<file path="src/rtl/bip_control.sv">
// Multi-cycle control unit of the BIP accumulator processor: fetch, decode and
// datapath strobe generation with PC, run/halt sequencing and a busy-cycle counter.
module bip_control #(
    parameter int len_data   = 16,
    parameter int len_addr   = 11,
    parameter int len_opcode = 5,
    parameter int len_mux_a  = 2,
    parameter int len_count  = 16
) (
    input  logic                 clk,
    input  logic                 rst_n,
    input  logic                 start,
    input  logic [len_data-1:0]  instruction,
    output logic [len_addr-1:0]  pc,
    output logic [len_addr-1:0]  data_addr,
    output logic [len_mux_a-1:0] SelA,
    output logic                 SelB,
    output logic                 WrAcc,
    output logic                 Op,
    output logic                 WrRam,
    output logic                 RdRam,
    output logic                 busy,
    output logic                 halted,
    output logic [len_count-1:0] cycle_count
);

    localparam logic [len_opcode-1:0] OP_HLT  = len_opcode'(0);
    localparam logic [len_opcode-1:0] OP_STO  = len_opcode'(1);
    localparam logic [len_opcode-1:0] OP_LD   = len_opcode'(2);
    localparam logic [len_opcode-1:0] OP_LDI  = len_opcode'(3);
    localparam logic [len_opcode-1:0] OP_ADD  = len_opcode'(4);
    localparam logic [len_opcode-1:0] OP_ADDI = len_opcode'(5);
    localparam logic [len_opcode-1:0] OP_SUB  = len_opcode'(6);
    localparam logic [len_opcode-1:0] OP_SUBI = len_opcode'(7);

    typedef enum logic [2:0] {IDLE, FETCH, EXEC, WB, HALT} state_t;

    state_t                state, state_nx;
    logic [len_data-1:0]   ir;
    logic [len_opcode-1:0] op_in, op_ir;

    assign op_in = instruction[len_data-1 -: len_opcode];
    assign op_ir = ir[len_data-1 -: len_opcode];

    function automatic logic reads_ram(input logic [len_opcode-1:0] o);
        return (o == OP_LD) || (o == OP_ADD) || (o == OP_SUB);
    endfunction

    always_ff @(posedge clk or negedge rst_n) begin
        if (!rst_n) begin
            state       <= IDLE;
            pc          <= '0;
            ir          <= '0;
            cycle_count <= '0;
        end else begin
            state <= state_nx;
            if (state == EXEC) begin
                ir <= instruction;
                pc <= pc + 1'b1;
            end
            if (state == FETCH || state == EXEC || state == WB)
                cycle_count <= cycle_count + 1'b1;
        end
    end

    // Outputs are decoded from state so an asynchronous reset drops every strobe at once.
    always_comb begin
        state_nx  = state;
        data_addr = ir[len_addr-1:0];
        SelA      = '0;
        SelB      = 1'b0;
        WrAcc     = 1'b0;
        Op        = 1'b0;
        WrRam     = 1'b0;
        RdRam     = 1'b0;
        busy      = 1'b0;
        halted    = 1'b0;
        case (state)
            IDLE: begin
                if (start)
                    state_nx = FETCH;
            end
            FETCH: begin
                busy     = 1'b1;
                state_nx = EXEC;
            end
            EXEC: begin
                busy      = 1'b1;
                data_addr = instruction[len_addr-1:0];
                WrRam     = (op_in == OP_STO);
                RdRam     = reads_ram(op_in);
                state_nx  = (op_in == OP_HLT) ? HALT : WB;
            end
            WB: begin
                busy     = 1'b1;
                RdRam    = reads_ram(op_ir);
                state_nx = FETCH;
                case (op_ir)
                    OP_LD: WrAcc = 1'b1;
                    OP_LDI: begin
                        SelA  = len_mux_a'(1);
                        WrAcc = 1'b1;
                    end
                    OP_ADD: begin
                        SelA  = len_mux_a'(2);
                        WrAcc = 1'b1;
                    end
                    OP_ADDI: begin
                        SelA  = len_mux_a'(2);
                        SelB  = 1'b1;
                        WrAcc = 1'b1;
                    end
                    OP_SUB: begin
                        SelA  = len_mux_a'(2);
                        Op    = 1'b1;
                        WrAcc = 1'b1;
                    end
                    OP_SUBI: begin
                        SelA  = len_mux_a'(2);
                        SelB  = 1'b1;
                        Op    = 1'b1;
                        WrAcc = 1'b1;
                    end
                    default: ;
                endcase
            end
            HALT: halted = 1'b1;
            default: state_nx = IDLE;
        endcase
    end

endmodule

</file>
<file path="config.mk">
export PLATFORM = sky130hd
export DESIGN_NAME = bip_control
export DESIGN_NICKNAME = d
export VERILOG_FILES = /design/src/rtl/bip_control.sv
export SDC_FILE = /design/constraint.sdc
export NUM_CORES = 1
export LEC_CHECK = 0
export ABC_AREA = 1
export CAP_MARGIN = 10
export CORE_UTILIZATION = 25
export CTS_CLUSTER_SIZE = 12
export DETAILED_ROUTE_END_ITERATION = 10
export PLACE_DENSITY = 0.57
export SETUP_SLACK_MARGIN = 0.3
export SLEW_MARGIN = 10
export SYNTH_ARGS = -nofsm -noshare
export SYNTH_HDL_FRONTEND = slang
export SYNTH_SLANG_ARGS = --single-unit
export TNS_END_PERCENT = 10
</file>
<file path="constraint.sdc">
create_clock -name clk -period 4.1 [get_ports clk]
set_input_delay 0.615 -clock clk [delete_from_list [all_inputs] [get_ports clk]]
set_output_delay 0.615 -clock clk [all_outputs]
set_load 0.01 [all_outputs]
</file>
==> out/summary.md, run 1 <==
Synthesis produced a netlist with a net count of 306. The critical path capture point type is a primary output. Global routing finished with a remaining overflow of 0. The final reports fail on design-rule violations. Once layout is done, the placed cells without fillers occupy 3144 sq um. The initial antenna violation count came out at 0. For the proportion of synthesized chip area in sequential cells, the log shows 49.95%.

After clock tree synthesis, the clock-pin slew on the worst setup and hold paths is 90 ps. The detailed router placed 1,948 vias in this run. The multi-input combinational cell area is 955.9 sq um. Root buffer selected by CTS: sky130_fd_sc_hd__clkbuf_8. Internal power comes to 0.001187 W. For met3 alone, demand over resource in global routing was 3.221%. Across every metal layer, demand over resource in global routing totals 11.42%. Fill cells in the final layout number 902. The wire length per cell was 11.06 um; the clock network fraction of design power was 17.7%. For the count of instances resized after the clock tree is built, the log shows 0. Clock tree synthesis inserted a total of 5 buffers. The area of the mapped netlist is 2305 sq um, and the average size of a mapped cell is 8.087 sq um. In this run the most used layer during global routing was met2. In this run, flip-flops and latches consume 37.8% of the power. The global placement routability congestion is 0.7575. The logs give 8.884 ps for the maximum clock skew at final layout and 7 for the first-pass iteration count of the detailed router.

The worst register-to-register path ends at pc[2]$_DFFE_PN0P_. The startpoint identified for the worst register-to-register timing path is state[2]$_DFFE_PN0P_. The die is 98.02 um wide. Derived from the worst setup path, the maximum achievable clock frequency is 0.3417 GHz. The global routing usage on met2 is 18.69%, and the share of cells above drive strength 1 is 6.497%.

The run gives 2 as the maximum count of clock buffers along a single path. The number of distinct library cells after synthesis is 26. The slew at the pin closest to its max-slew limit was 1036 ps; the static leakage power was 1.481 nW. The tool flagged a number of max-cap violations equal to 0.

TritonCTS built the clock tree. In this run the power spent charging and discharging nets is 0.0007085 W. Post-route setup TNS: 0 ps.

The share of the synthesized area in the top cell type is 49.95%, and the routing usage on met1 is 14.86%. IR analysis of the VDD net gives a maximum drop of 318.9 uV. STA classifies the critical path startpoint as a flip-flop. For the final net count, the log shows 374.

In this run, synthesis produced a sequential element count of 46. 0 antenna diodes ended up in the layout. Entering global routing, the biggest net connects 47 pins. The standard-cell row count is 34, and the total detailed-routing wirelength is 5.109 mm. The worst setup path is of the flip-flop to primary output kind.

The synthesized netlist cell count came out at 285. At the worst endpoint, the arrival time is 2310 ps. The core region is 8806 sq um.

The die covers 9607 sq um. The path class of the tightest hold or removal check is input port to asynchronous set/reset pin. The tools report the effective utilization at floorplan as 26.17%.

The worst reg-to-reg setup slack came out at 2490 ps. The logs give 300 ps for the clock latency on the worst-skew pair and 2 for the final routed DRC violation total. The layout overhead on the synthesized area was 36.43%; the part of the power in combinational logic was 44.5%. The detail route stage leaves a number of antenna-violating nets equal to 0. The wire-length estimate of the detail-placed layout is 3.752 mm. Measured along the y axis, the die boundary spans 98.02 um. The clock tree synthesis step divided the H-tree into 2 levels.

The logs give 0 for the number of hold buffers added after cts and 3480 ps for the critical path data required time. The detailed router finished its first iteration with 51 violations. The run gives 8.845 mm as the first-pass GRT wire length. Pin placement for this block handled 66 I/O pins.

For this design, the sink count on the clock tree is 46. The number of slew-limit violations in the final report is 0, and the fraction of power spent switching nets is 37.39%. The run finished, with violations left. The count of input and output buffers was 65; the post-placement cell area was 3034 sq um. Setup repair after global routing left no endpoint under its margin.

In the routed layout, each cell is associated on average with a via count of 4.216. The total power divided by cell area was 602.7 nW/um^2; the time the worst path needs with I/O delays and setup was 2926 ps. The worst max-slew margin expressed relative to the limit came out at 30.90%.

The final clock period utilization by the worst path was 71.38%; the post-CTS setup repair buffer count was 0. In this run the worst path has a maximum fanout of 22. By area the synthesized netlist is led by sky130_fd_sc_hd__dfrtp_1 50%, sky130_fd_sc_hd__nand2_1 18%, sky130_fd_sc_hd__inv_1 6.2%.

Number of endpoints with negative hold slack in the final report: 0. For this run, the number of Yosys warnings is 0. The final count of negative-setup-slack endpoints is 0, and the area used by sequential logic in the layout is 1151 sq um.

The worst register-to-register path has a depth of 5. The run gives 1,914 as the number of global-route vias before repair. The cell type with the highest aggregate area in the netlist is sky130_fd_sc_hd__dfrtp_1.
-- cells in the final DEF, fill, tap and decap left out --
master	Yosys	routed
sky130_fd_sc_hd__nor3_1	2	2
sky130_fd_sc_hd__nor2_1	25	25
sky130_fd_sc_hd__o21bai_1	1	1
sky130_fd_sc_hd__clkdlybuf4s50_1	0	64
sky130_fd_sc_hd__o22ai_2	1	1
sky130_fd_sc_hd__clkbuf_1	0	1
sky130_fd_sc_hd__inv_1	38	38
sky130_fd_sc_hd__xnor2_1	6	6
sky130_fd_sc_hd__nand2_1	108	108
sky130_fd_sc_hd__o21ai_1	6	6
sky130_fd_sc_hd__buf_2	1	1
sky130_fd_sc_hd__clkbuf_8	0	5
sky130_fd_sc_hd__nand3_1	16	16
sky130_fd_sc_hd__nor2_2	5	5
sky130_fd_sc_hd__clkinvlp_4	0	1
sky130_fd_sc_hd__nand4_1	5	5
sky130_fd_sc_hd__inv_2	1	1
sky130_fd_sc_hd__ha_1	2	2
sky130_fd_sc_hd__nand3_2	2	2
sky130_fd_sc_hd__nand2_4	3	3
sky130_fd_sc_hd__o21ai_0	2	2
sky130_fd_sc_hd__xor2_1	6	6
sky130_fd_sc_hd__nor2_8	1	1
sky130_fd_sc_hd__nor2_4	2	2
sky130_fd_sc_hd__bufinv_16	0	1
sky130_fd_sc_hd__a21oi_1	2	2
sky130_fd_sc_hd__dfrtp_1	46	46
sky130_fd_sc_hd__o31ai_1	1	1
-- stage by stage --
stage	instances	total power, W	util (%)	hold slack, ps	setup slack, ps
4_1_cts	462	0.001931	35.71	494.4	1126
3_5_place_dp	454	0.001575	34.46	464.9	1467
3_3_place_gp	454	0.001569	34.46	461.0	1514
2_1_floorplan	285	0.001210	-	319.4	2322
5_1_grt	462	0.002044	35.71	522.8	973.2
6_report	462	0.001895	35.71	485.5	1174
-- worst max-delay path by stage --
stage | start | endpoint | slack, ps | cells after the start
after floorplan | state[2]$_DFFE_PN0P_ | RdRam | 2320 | 6
after global placement | state[2]$_DFFE_PN0P_ | WrRam | 1510 | 6
after detailed placement | state[2]$_DFFE_PN0P_ | WrRam | 1470 | 6
after CTS | state[2]$_DFFE_PN0P_ | WrRam | 1130 | 6
after global routing | state[2]$_DFFE_PN0P_ | WrRam | 970 | 6
final | state[2]$_DFFE_PN0P_ | WrRam | 1170 | 6
-- metal layers --
metal  vias to the layer above  share of wire, %
li1                       1004                 -
met1                       894                49
met2                        46                46
met3                         4               5.0
met4                         0              0.63
met5                         -                 0
-- layout make-up --
type                    count  share of cell area, %
well taps                 108                  4.298
flip-flops and latches     46                  36.61
inverters                  39                  4.656
clock buffers               6                  2.308
multi-input cells         196                  30.40
repair buffers             65                  20.53
clock inverters             2                  1.194
-- worst max-delay path, stage by stage, from the launching register on --
cell and delay, ps:
sky130_fd_sc_hd__dfrtp_1 500, sky130_fd_sc_hd__nor2_2 200, sky130_fd_sc_hd__nand2_4 190, sky130_fd_sc_hd__inv_2 350
sky130_fd_sc_hd__nand2_1 130, sky130_fd_sc_hd__nor2_1 110, sky130_fd_sc_hd__clkdlybuf4s50_1 540
-- power by group through the flow --
stage	Sequential (W)	Clock, W	Combinational (W)
after floorplan	0.000729	0	0.000481
after global placement	0.000721	0	0.000847
after detailed placement	0.000726	0	0.000850
after CTS	0.000718	0.000354	0.000859
after global routing	0.000742	0.000368	0.000934
final	0.000716	0.000335	0.000844
-- flip-flops by register name, indices dropped and copies added, names as in the netlist --
register	count
cycle_count	16
ir	16
pc	11
state	3
-- cells by family after synthesis --
kind of cell               after synthesis  share of synthesized area [%]
adders and majority gates                2                          1.086
and+or+nand+nor                        169                          32.46
buffers and inverters                   43                          8.577
xor gates and xnor gates                12                          4.560
DFF                                     46                          49.95
AOI/OAI and AO/OA                       13                          3.366
-- cells in the mapped netlist --
| master | n |
|---|---|
| sky130_fd_sc_hd__nand2_1 | 108 |
| sky130_fd_sc_hd__dfrtp_1 | 46 |
| sky130_fd_sc_hd__inv_1 | 38 |
| sky130_fd_sc_hd__nor2_1 | 25 |
| sky130_fd_sc_hd__nand3_1 | 16 |
| sky130_fd_sc_hd__o21ai_1 | 6 |
| sky130_fd_sc_hd__xnor2_1 | 6 |
| sky130_fd_sc_hd__xor2_1 | 6 |
| sky130_fd_sc_hd__nand4_1 | 5 |
| sky130_fd_sc_hd__nor2_2 | 5 |
| sky130_fd_sc_hd__nand2_4 | 3 |
| sky130_fd_sc_hd__a21oi_1 | 2 |
| sky130_fd_sc_hd__ha_1 | 2 |
| sky130_fd_sc_hd__nand3_2 | 2 |
| sky130_fd_sc_hd__nor2_4 | 2 |
| sky130_fd_sc_hd__nor3_1 | 2 |
| sky130_fd_sc_hd__o21ai_0 | 2 |
| sky130_fd_sc_hd__buf_12 | 1 |
| sky130_fd_sc_hd__buf_2 | 1 |
| sky130_fd_sc_hd__buf_6 | 1 |
| sky130_fd_sc_hd__buf_8 | 1 |
| sky130_fd_sc_hd__inv_2 | 1 |
| sky130_fd_sc_hd__nor2_8 | 1 |
| sky130_fd_sc_hd__o21bai_1 | 1 |
| sky130_fd_sc_hd__o22ai_2 | 1 |
| sky130_fd_sc_hd__o31ai_1 | 1 |
No activity file was read; power rests on OpenSTA's default activity.
==> inputs of run 2 (changes only) <==
==> constraint.sdc (replaced) <==
create_clock -name clk -period 2.7 [get_ports clk]
set_input_delay 0.405 -clock clk [delete_from_list [all_inputs] [get_ports clk]]
set_output_delay 0.405 -clock clk [all_outputs]
set_load 0.01 [all_outputs]
==> run 2 against run 1 <==
The run still ends with design-rule violations left. Count of clock-buffer cells in the layout is the same. Global-route usage down 0.33 points. Critical endpoint is now RdRam. Largest cell class unchanged. Clock skew fell by 1.1 ps. Sequential power rose by 52%. Clock power is 24% higher. Worst hold slack worse by 6.2 ps. Largest power group unchanged. Wire length is 1.8% lower.
==> out/summary.md, run 2 (synthesized netlist as in run 1, its figures left out) <==
Using the TritonRoute via totals, the vias-per-cell ratio works out to 4.215. Count of input and output buffers: 65. STA puts the critical path data arrival time at 1850 ps. Max-cap violations in this run came to 0.

Routability-driven placement finished with a final weighted congestion of 0.7448. The number of endpoints with negative hold slack in the final report is 0. The final layout contains routed wiring with a total length of 5.017 mm. Summing all flip-flop and latch instances after layout gives 1154 sq um. The clock latency on the worst-skew pair came out at 290 ps. The layout has 934 filler cells.

Post-place setup slack: 534.2 ps. CTS placed an instance of sky130_fd_sc_hd__clkbuf_8 at the clock tree root. The worst setup path is launched from a flip-flop. The horizontal die dimension came out at 98.02 um.

For the effective utilization at floorplan, the log shows 26.17%. The final clock period utilization by the worst path works out to 83.42%. The floorplan step defined a die boundary enclosing 9607 sq um.

For the multi-input combinational cell area, the log shows 955.9 sq um. Total number of clock tree sinks: 46. In this run the remaining antenna-violating nets after routing total 0. After floorplanning, the core was divided into 34 placement rows.

The first global-routing pass estimated 8.707 mm of wire. Compared with the post-synthesis result, the final layout area differs by 37.35%. The violation count after the first detailed-routing iteration was 64. The highest net fanout along the worst path is 5, and the global routing usage summed across all routing layers is 11.09%.

The pin count of the biggest net entering global routing is 35. Timing would allow up to 0.4440 GHz. After layout, the minimum clock period comes to 2252 ps. The library cells used most frequently in the layout, excluding fill and tap cells, are 108 x sky130_fd_sc_hd__nand2_1, 64 x sky130_fd_sc_hd__clkdlybuf4s50_1, 44 x sky130_fd_sc_hd__dfrtp_1, 38 x sky130_fd_sc_hd__inv_1, 25 x sky130_fd_sc_hd__nor2_1.

Critical path capture point type: a primary output. The floorplan step defined a core boundary enclosing 8806 sq um. For the half-perimeter wire length of the detailed placement result, the log shows 3.820 mm. For the static leakage power, the log shows 1.495 nW. The run gives 472.2 uV as the peak supply drop. The largest registers in the layout are cycle_count: 16 flops, ir: 16 flops, pc: 11 flops.

The flow ran to the end, but the final reports show violations. The H-tree generated during clock tree synthesis spans 2 levels. From bottom edge to top edge, the die measures 98.02 um. At the pin with the least slew margin, the transition time is 441.7 ps. TritonCTS built the clock tree. The critical setup path kind is flip-flop to primary output.

The maximum count of clock buffers along a single path is 2, and the clock-pin slew on the worst setup and hold paths is 80 ps. The total power divided by cell area was 889.9 nW/um^2; the worst max-slew margin expressed relative to the limit was 70.55%. The logs give 0 for the initial antenna violation count and 1,939 for the number of global-route vias before repair. The min-delay analysis places its worst path in the category flip-flop to flip-flop. For the final worst slack, the log shows 447.6 ps. Setup repair after global routing could not meet its margin everywhere.

The routed layout has 1,960 vias. The run gives 0 as the final count of negative-setup-slack endpoints. The final reports fail on design-rule violations.

The final layout contains 379 nets. The tools report the leftover overflow at the end of global routing as 0. 66 I/O pins were placed. The tools report the number of slew-limit violations in the final report as 0. TritonCTS created 5 clock buffers.

Between clock sinks in the finished design, the worst skew comes to 7.784 ps. Most frequent standard cell in the layout excluding fill and tap cells: sky130_fd_sc_hd__nand2_1. In the final timing run, aggregate negative setup slack is 0 ps. The logs give 0 for the number of inserted diodes and 2 for the final routed DRC violation total. The first detailed-routing pass took 7 iterations.

In the final layout, the share of cells above drive strength 1 is 7.843%. Dividing the detail-routed wire length by the instance count gives 10.79 um. Data on the critical path is required at its endpoint by 2300 ps.
-- run 2: changes by cell type in the layout (fill, tap and decap cells not counted), sizes merged --
cell / previous run / this run
buf: 1 / 5
bufinv: 1 / 0
clkinvlp: 1 / 0
dlygate4sd3: 0 / 1
-- run 2: power by group --
part	total (W)	leakage [nW]	switching, W	internal (W)
Combinational	0.00131	0.864	0.000675	0.000639
Clock	0.000415	0.0431	0.000217	0.000198
Sequential	0.00109	0.588	0.000170	0.000918
Total	0.00282	1.50	0.00106	0.00175
-- run 2: critical path, cell delays in order (launching register included) --
cell and delay (ps):
sky130_fd_sc_hd__dfrtp_2 430, sky130_fd_sc_hd__nand2_1 80, sky130_fd_sc_hd__nor2_1 140, sky130_fd_sc_hd__nand3_1 160
sky130_fd_sc_hd__nand2_1 130, sky130_fd_sc_hd__nand2_1 50, sky130_fd_sc_hd__nand2_1 50, sky130_fd_sc_hd__clkdlybuf4s50_1 520
-- run 2: worst paths after layout --
path	start	to	slack, ps	depth (start not counted)
worst max register to register	cycle_count[1]$_DFFE_PN0P_	cycle_count[12]$_DFFE_PN0P_	1220	8
worst max-delay path	state[1]$_DFFE_PN0P_	RdRam	450	7
min in group asynchronous	rst_n	cycle_count[10]$_DFFE_PN0P_	530	2
worst min-delay path	ir[8]$_DFFE_PN0P_	ir[8]$_DFFE_PN0P_	480	2
max in group asynchronous	rst_n	state[2]$_DFFE_PN0P_	1390	3
worst min register to register	ir[8]$_DFFE_PN0P_	ir[8]$_DFFE_PN0P_	480	2
-- run 2: layer usage --
layer | vias up | global-route usage, % | share of wire (%)
met4 | 0 | 3.147 | 0.98
met1 | 896 | 15.08 | 49
met3 | 6 | 3.508 | 6.9
met2 | 42 | 16.90 | 44
li1 | 1016 | - | -
met5 | - | 0 | 0
-- run 2: per-stage QoR --
step / hold slack, ps / power [W] / util (%) / cells / instance area [sq um]
3_5_place_dp: 319.3 / 0.002418 / 34.71 / 457 / 3057
5_1_grt: 502.6 / 0.003054 / 35.95 / 465 / 3166
6_report: 479.4 / 0.002817 / 35.95 / 465 / 3166
2_1_floorplan: 109.4 / 0.001837 / - / 285 / 2305
3_3_place_gp: 318.9 / 0.002403 / 34.71 / 457 / 3057
4_1_cts: 485.4 / 0.002852 / 35.78 / 464 / 3151
-- run 2: cell type report --
type                            instances  share of cell area, %
Inverter                               39                  4.704
Sequential cell                        46                  36.44
Tap cell                              108                  4.269
Multi-Input combinational cell        196                  30.20
Clock buffer                            6                  2.609
Timing Repair Buffer                   70                  21.78
-- run 2: timing repair --
item / CTS / global route
buffers inserted: 0 / 1
gates resized for setup: 1 / 4
hold endpoints to repair: 4 / 0
setup endpoints to repair: 12 / 13
pin swaps: 0 / 0
hold buffers: 1 / 0
